[src/rtl/led_pattern_pkg.sv]
// rtl/led_pattern_pkg.sv - shared encodings and helpers for the LED pattern engine
package led_pattern_pkg;

  typedef enum logic [3:0] {
    MODE_OFF      = 4'd0,
    MODE_ON       = 4'd1,
    MODE_ROT_UP   = 4'd2,
    MODE_ROT_DN   = 4'd3,
    MODE_BLINK    = 4'd4,
    MODE_CONVERGE = 4'd5,
    MODE_BOUNCE   = 4'd6,
    MODE_BREATHE  = 4'd7
  } mode_e;

  localparam logic [1:0] SPEED_X1 = 2'd0;
  localparam logic [1:0] SPEED_X2 = 2'd1;
  localparam logic [1:0] SPEED_X4 = 2'd2;
  localparam logic [1:0] SPEED_X8 = 2'd3;

  // Counter width able to hold 0..div-1.
  function automatic int div_width(input int div);
    return (div <= 2) ? 1 : $clog2(div);
  endfunction

endpackage

[src/rtl/led_tick_gen.sv]
// rtl/led_tick_gen.sv - prescaler producing a one-cycle tick every (DIV >> speed) clocks
module led_tick_gen
  import led_pattern_pkg::*;
#(
  parameter int DIV = 16
) (
  input  logic       clk,
  input  logic       rst,
  input  logic [1:0] speed,
  input  logic       enable,
  input  logic       clear,
  output logic       tick
);

  localparam int W = div_width(DIV);

  logic [W-1:0] cnt;
  logic [W-1:0] last;

  // Terminal count for the current speed; a divider shifted down to 0 or 1 ticks every cycle.
  always_comb begin
    last = '0;
    if ((DIV >> speed) > 1) last = W'((DIV >> speed) - 1);
  end

  // >= so that raising the speed mid-count fires immediately instead of wrapping the counter.
  assign tick = enable && !clear && (cnt >= last);

  // Count while enabled, restart after each tick or on an explicit clear.
  always_ff @(posedge clk or posedge rst) begin
    if (rst)         cnt <= '0;
    else if (clear)  cnt <= '0;
    else if (enable) cnt <= tick ? '0 : cnt + W'(1);
  end

endmodule

[src/rtl/led_pattern_gen.sv]
// rtl/led_pattern_gen.sv - switch-selected LED pattern engine with prescaled stepping and PWM breathing
module led_pattern_gen
  import led_pattern_pkg::*;
#(
  parameter int LED_N      = 8,
  parameter int TICK_DIV   = 6_250_000,
  parameter int BREATH_DIV = 195_312,
  parameter int PWM_BITS   = 8,
  parameter int ACTIVE_LOW = 0
) (
  input  logic             clk,
  input  logic             rst,
  input  logic [3:0]       sw,
  input  logic [1:0]       speed,
  input  logic             pause,
  output logic [LED_N-1:0] led
);

  localparam int PW = $clog2(LED_N);
  localparam int H  = (LED_N + 1) / 2;
  localparam int FW = $clog2(2 * H);

  localparam logic [PW-1:0]       POS_MAX   = PW'(LED_N - 1);
  localparam logic [FW-1:0]       FRAME_MAX = FW'(2 * H - 1);
  localparam logic [PWM_BITS-1:0] DUTY_MAX  = '1;
  localparam logic [LED_N-1:0]    DARK      = {LED_N{ACTIVE_LOW != 0}};

  logic [3:0] sw_s1, sw_s2;
  logic [1:0] speed_s1, speed_s2;
  logic       pause_s1, pause_s2;

  logic [3:0]          mode;
  logic [PW-1:0]       pos, pos_n;
  logic                bounce_down, bounce_down_n;
  logic [FW-1:0]       frame, frame_n;
  logic [PWM_BITS-1:0] duty, duty_n;
  logic                breath_down, breath_down_n;
  logic [PWM_BITS-1:0] pwm_cnt, pwm_n;

  logic             mode_chg;
  logic             step_tick;
  logic             breath_tick;
  logic [LED_N-1:0] raw;
  int               cov;

  // Two-flop synchronisers for the switch-driven controls.
  always_ff @(posedge clk or posedge rst) begin
    if (rst) begin
      sw_s1    <= '0;
      sw_s2    <= '0;
      speed_s1 <= '0;
      speed_s2 <= '0;
      pause_s1 <= 1'b0;
      pause_s2 <= 1'b0;
    end else begin
      sw_s1    <= sw;
      sw_s2    <= sw_s1;
      speed_s1 <= speed;
      speed_s2 <= speed_s1;
      pause_s1 <= pause;
      pause_s2 <= pause_s1;
    end
  end

  assign mode_chg = (sw_s2 != mode);

  led_tick_gen #(.DIV(TICK_DIV)) u_step_tick (
    .clk    (clk),
    .rst    (rst),
    .speed  (speed_s2),
    .enable (!pause_s2),
    .clear  (mode_chg),
    .tick   (step_tick)
  );

  led_tick_gen #(.DIV(BREATH_DIV)) u_breath_tick (
    .clk    (clk),
    .rst    (rst),
    .speed  (speed_s2),
    .enable (!pause_s2),
    .clear  (mode_chg),
    .tick   (breath_tick)
  );

  // Next pattern state: a mode change restarts everything, otherwise advance on ticks unless paused.
  always_comb begin
    pos_n         = pos;
    bounce_down_n = bounce_down;
    frame_n       = frame;
    duty_n        = duty;
    breath_down_n = breath_down;
    pwm_n         = pwm_cnt + PWM_BITS'(1);
    if (mode_chg) begin
      pos_n         = '0;
      bounce_down_n = 1'b0;
      frame_n       = '0;
      duty_n        = '0;
      breath_down_n = 1'b0;
    end else if (!pause_s2) begin
      case (mode)
        MODE_ROT_UP, MODE_ROT_DN: begin
          if (step_tick) pos_n = (pos == POS_MAX) ? '0 : pos + PW'(1);
        end
        MODE_BLINK: begin
          if (step_tick) frame_n = frame ^ FW'(1);
        end
        MODE_CONVERGE: begin
          if (step_tick) frame_n = (frame == FRAME_MAX) ? '0 : frame + FW'(1);
        end
        MODE_BOUNCE: begin
          if (step_tick) begin
            if (!bounce_down) begin
              if (pos == POS_MAX) begin
                bounce_down_n = 1'b1;
                pos_n         = pos - PW'(1);
              end else begin
                pos_n = pos + PW'(1);
              end
            end else begin
              if (pos == '0) begin
                bounce_down_n = 1'b0;
                pos_n         = pos + PW'(1);
              end else begin
                pos_n = pos - PW'(1);
              end
            end
          end
        end
        MODE_BREATHE: begin
          if (breath_tick) begin
            if (!breath_down) begin
              if (duty == DUTY_MAX) begin
                breath_down_n = 1'b1;
                duty_n        = duty - PWM_BITS'(1);
              end else begin
                duty_n = duty + PWM_BITS'(1);
              end
            end else begin
              if (duty == '0) begin
                breath_down_n = 1'b0;
                duty_n        = duty + PWM_BITS'(1);
              end else begin
                duty_n = duty - PWM_BITS'(1);
              end
            end
          end
        end
        default: ;
      endcase
    end
  end

  // Raw frame from the next state so the led register shows a new mode with no extra lag.
  always_comb begin
    raw = '0;
    cov = (int'(frame_n) < H) ? int'(frame_n) + 1 : 2 * H - 1 - int'(frame_n);
    case (sw_s2)
      MODE_ON:       raw = '1;
      MODE_ROT_UP:   raw[pos_n] = 1'b1;
      MODE_ROT_DN:   raw[POS_MAX - pos_n] = 1'b1;
      MODE_BLINK:    raw = {LED_N{frame_n[0]}};
      MODE_CONVERGE: begin
        for (int i = 0; i < LED_N; i++) raw[i] = (i < cov) || (i >= LED_N - cov);
      end
      MODE_BOUNCE:   raw[pos_n] = 1'b1;
      MODE_BREATHE:  raw = {LED_N{pwm_n < duty_n}};
      default:       raw = '0;
    endcase
  end

  // Pattern state registers.
  always_ff @(posedge clk or posedge rst) begin
    if (rst) begin
      mode        <= '0;
      pos         <= '0;
      bounce_down <= 1'b0;
      frame       <= '0;
      duty        <= '0;
      breath_down <= 1'b0;
      pwm_cnt     <= '0;
    end else begin
      mode        <= sw_s2;
      pos         <= pos_n;
      bounce_down <= bounce_down_n;
      frame       <= frame_n;
      duty        <= duty_n;
      breath_down <= breath_down_n;
      pwm_cnt     <= pwm_n;
    end
  end

  // Registered LED drive with optional inversion for active-low pins.
  always_ff @(posedge clk or posedge rst) begin
    if (rst) led <= DARK;
    else     led <= raw ^ DARK;
  end

endmodule
[config.mk]
export PLATFORM = sky130hd
export DESIGN_NAME = led_pattern_gen
export DESIGN_NICKNAME = d
export VERILOG_FILES = /design/src/rtl/led_pattern_pkg.sv /design/src/rtl/led_tick_gen.sv /design/src/rtl/led_pattern_gen.sv
export SDC_FILE = /design/constraint.sdc
export NUM_CORES = 1
export LEC_CHECK = 0
export ABC_AREA = 1
export BUFFER_PORTS_ARGS = -buffer_cell sky130_fd_sc_hd__buf_2
export CAP_MARGIN = 20
export CORE_UTILIZATION = 45
export CTS_CLUSTER_DIAMETER = 40
export DETAILED_ROUTE_END_ITERATION = 16
export GPL_TIMING_DRIVEN = 0
export PLACE_DENSITY = 0.68
export SYNTH_ARGS = -nofsm -noshare
export SYNTH_HDL_FRONTEND = slang
export SYNTH_SLANG_ARGS = --single-unit
[constraint.sdc]
create_clock -name clk -period 10.2 [get_ports clk]
set_clock_uncertainty 0.2 [all_clocks]
set_input_delay 0 -clock clk [delete_from_list [all_inputs] [get_ports clk]]
set_output_delay 0 -clock clk [all_outputs]
set_load 0.02 [all_outputs]
==> impl_metrics.py <==
metrics = {
    "run_status": {
        "status": "finished with violations",
        "violations": "negative hold slack",
    },
    "sta": {
        "tns_ns": 0,
        "rsz0062_at_grt": "false",
        "setup_viol": 0,
        "max-slew-margin-rel": 0.437,
        "slew_viol_final": 0,
        "fmax_ghz": 0.197,
        "period_share": 0.498,
        "timing.final.ws_setup_ns": 5.12,
        "hold_viol": 6,
        "final.min_clock_period_ns": 5.08,
        "holdWs_ns": -0.00787,
        "worst_pin_slew_ns": 0.838,
    },
    "cts": {
        "cts_buffers": 9,
        "h-tree-depth": 3,
        "ctsRootBufferMaster": "clkbuf_16",
        "clkTransAtPathRegs_ns": 0.07,
        "cts.path.max_buffers": 2,
        "clkSinkCount": 91,
        "post_cts.repair.setup_buffers": 0,
        "cts_tree": "yes",
        "insertion_delay_ns": 0.35,
    },
    "place": {
        "dpl.hpwl_mm": 9.71,
        "dp_slack_ns": 5.09,
        "finalWeightedCongestion": 0.854,
        "placed_cells": 1025,
        "io_buffers": 16,
    },
    "synthesis": {
        "yosysMostFrequentCell": "nand2_1",
        "synth_common_cells": "177 x nand2_1, 112 x inv_1, 102 x nor2_1",
        "ys_async_sr_fraction": 1.00,
        "synth_edf_count": 0,
        "yosysWarnings": 0,
        "yosysTopAreaCell": "dfrtp_1",
        "synth_ff_type": "dfrtp_1",
        "synth_top_cell_area_share": 0.358,
        "synth_area_um2": 6350,
        "postSynthAreaPerCell_um2": 7.74,
        "ys_ff_latch": 91,
        "postSynthCellCount": 821,
        "ys_types": 48,
        "synth_area_leaders": "dfrtp_1 36%, ha_1 13%, nand2_1 10%",
        "ys_seq_area_frac": 0.358,
    },
    "layout": {
        "num_antenna_cells": 0,
        "n_fill_cell": 1336,
        "area_growth_pct": 12.1,
        "instances_no_fill": 1049,
        "fin_nets": 941,
        "final_util": 0.515,
        "multi_input_area_um2": 3620,
        "ff_latch_area_um2": 2280,
        "drive_gt1_frac": 0.104,
    },
    "floorplan": {
        "dieWidth_um": 121,
        "boundaryPins": 17,
        "start_util": 0.460,
        "die_y_um": 121,
        "die-area_um2": 14600,
        "core_area_um2": 13800,
        "rows": 43,
    },
    "route": {
        "ant_nets": 0,
        "drc": 0,
        "wl_per_cell_um": 12.1,
        "routed_wl_mm": 12.7,
        "drt_pass1_iterations": 4,
        "drt_first_iter_violations": 193,
        "vias": 5153,
        "viasPerCell": 4.91,
    },
    "power_and_ir_drop": {
        "p_per_area_nw_per_um2": 111,
        "leakagePower_nw": 3.61,
        "ir_drop_v": 0.000118,
    },
    "worst_setup_path": {
        "critPathKind": "flop to flop",
        "crit_path_end_kind": "flop",
        "worstPathRequired_ns": 10.28,
        "startpoint_type": "flop",
        "path_max_fanout": 9,
        "slowest_delay_ns": 0.48,
        "critPathArrivalTime_ns": 5.16,
        "crit_path_top_delay_cell": "dfrtp_1",
        "crit_top_cell": "nand2_1",
    },
    "grt": {
        "grt_pass1_wl_mm": 22.5,
        "globalRouteTotalUtil": 0.193,
        "grt_max_degree": 62,
        "grt-ovfl-total": 0,
        "grt_pass1_vias": 4947,
        "antenna_found_initial": 0,
    },
    "worst_hold_path": {
        "min_path_type": "input pin to async pin",
    },
    "flow_run": {
        "drv_cap": 0,
    },
}
worst paths after layout:
path	startpoint	end	slack [ns]	depth (start not counted)
setup / recovery	speed_s2[0]$_DFF_PP0_	led[1]$_DFF_PP0_	5.12	31
hold / removal	rst	u_breath_tick.cnt[11]$_DFFE_PP0P_	-0.008	3
setup reg to reg	speed_s2[0]$_DFF_PP0_	led[1]$_DFF_PP0_	5.12	31
hold reg to reg	sw_s1[2]$_DFF_PP0_	sw_s2[2]$_DFF_PP0_	0.15	0
max in group asynchronous	rst	led[6]$_DFF_PP0_	9.18	4
min in group clk	speed[0]	speed_s1[0]$_DFF_PP0_	0.08	2
worst max-delay path: cells and delay by family (launching register included):
family / cells / cell delay, ns
compound gates: 2 / 0.38
xor+xnor: 1 / 0.31
fa+ha+maj: 4 / 1.07
buf+inv: 4 / 0.46
flops: 1 / 0.48
simple gates: 20 / 2.08
stage by stage:
step | cell area [um^2] | total power [mW]
global placement | 6690 | 0.427
finish | 7120 | 0.790
CTS | 7120 | 0.802
floorplan | 6380 | 0.413
global route | 7120 | 0.825
detailed placement | 6720 | 0.429
placed cells by master (no fill, tap or decap), types with 3 or more instances in the layout:
cell type | synthesis | final
o21ai_0 | 15 | 15
nand3_1 | 55 | 55
nor2_1 | 102 | 102
o21ai_1 | 3 | 3
buf_2 | 4 | 20
inv_2 | 7 | 7
dlygate4sd3_1 | 0 | 8
xnor2_1 | 4 | 4
o22ai_1 | 4 | 4
nor3_2 | 3 | 3
nand4_1 | 23 | 23
dfrtp_1 | 91 | 91
xor2_1 | 27 | 27
nand2_2 | 9 | 9
nor2_2 | 7 | 7
a21oi_2 | 3 | 3
or2_2 | 4 | 4
a21oi_1 | 29 | 29
clkbuf_16 | 0 | 9
clkbuf_1 | 3 | 4
a21o_1 | 4 | 4
ha_1 | 68 | 68
inv_1 | 112 | 111
nand3_2 | 6 | 6
conb_1 | 2 | 9
nand2_4 | 3 | 3
nor3_1 | 19 | 19
nand2_1 | 177 | 177
nor2_4 | 4 | 4
nor3b_1 | 5 | 5
o21a_1 | 3 | 3
per-layer routing:
metal,vias to the layer above,track usage,part of all wire,wire length [um]
li1,2741,-,-,-
met1,2349,0.242,0.48,6100
met2,55,0.333,0.48,6150
met3,8,0.0481,0.029,367
met4,0,0.0432,0.0085,108
met5,-,0,0,0
cells by family (layout without fill, tap and decap cells):
group	after synthesis	count (layout)	share of synthesized area
AND/OR/NAND/NOR	428	428	0.316
other	2	9	0.00118
adder cells (fa/ha/maj)	68	68	0.134
buffers and inverters	127	168	0.0766
XOR/XNOR	31	31	0.0427
AO/OA/AOI/OAI	74	74	0.0713
flip-flops	91	91	0.358
registers in the layout (all words and copies together), names as in the netlist, 2 cells and up:
name               count
duty                   8
frame                  3
led                    8
mode                   4
pos                    3
pwm_cnt                8
speed_s1               2
speed_s2               2
sw_s1                  4
sw_s2                  4
u_breath_tick.cnt     18
u_step_tick.cnt       23
power by group:
| part | internal [mW] | switching (mW) | leakage, nW | total, mW |
|---|---|---|---|---|
| clock network | 0.223 | 0.144 | 0.156 | 0.366 |
| logic | 0.0169 | 0.0364 | 2.24 | 0.0533 |
| registers | 0.366 | 0.00474 | 1.21 | 0.371 |
| total | 0.606 | 0.185 | 3.61 | 0.790 |
final cells by class:
type / instances / area share
Inverter: 120 / 0.0643
Tap cell: 180 / 0.0316
Multi-Input combinational cell: 610 / 0.508
Clock buffer: 11 / 0.0341
Clock inverter: 5 / 0.0119
Sequential cell: 91 / 0.320
Timing Repair Buffer: 25 / 0.0263
Buffer: 7 / 0.00439
timing repair:
| item | in CTS | in global routing |
|---|---|---|
| hold endpoints to repair | 98 | 0 |
| hold buffers | 8 | 0 |
| gates resized for setup | 0 | 0 |
(Power assumes the default switching activity.)
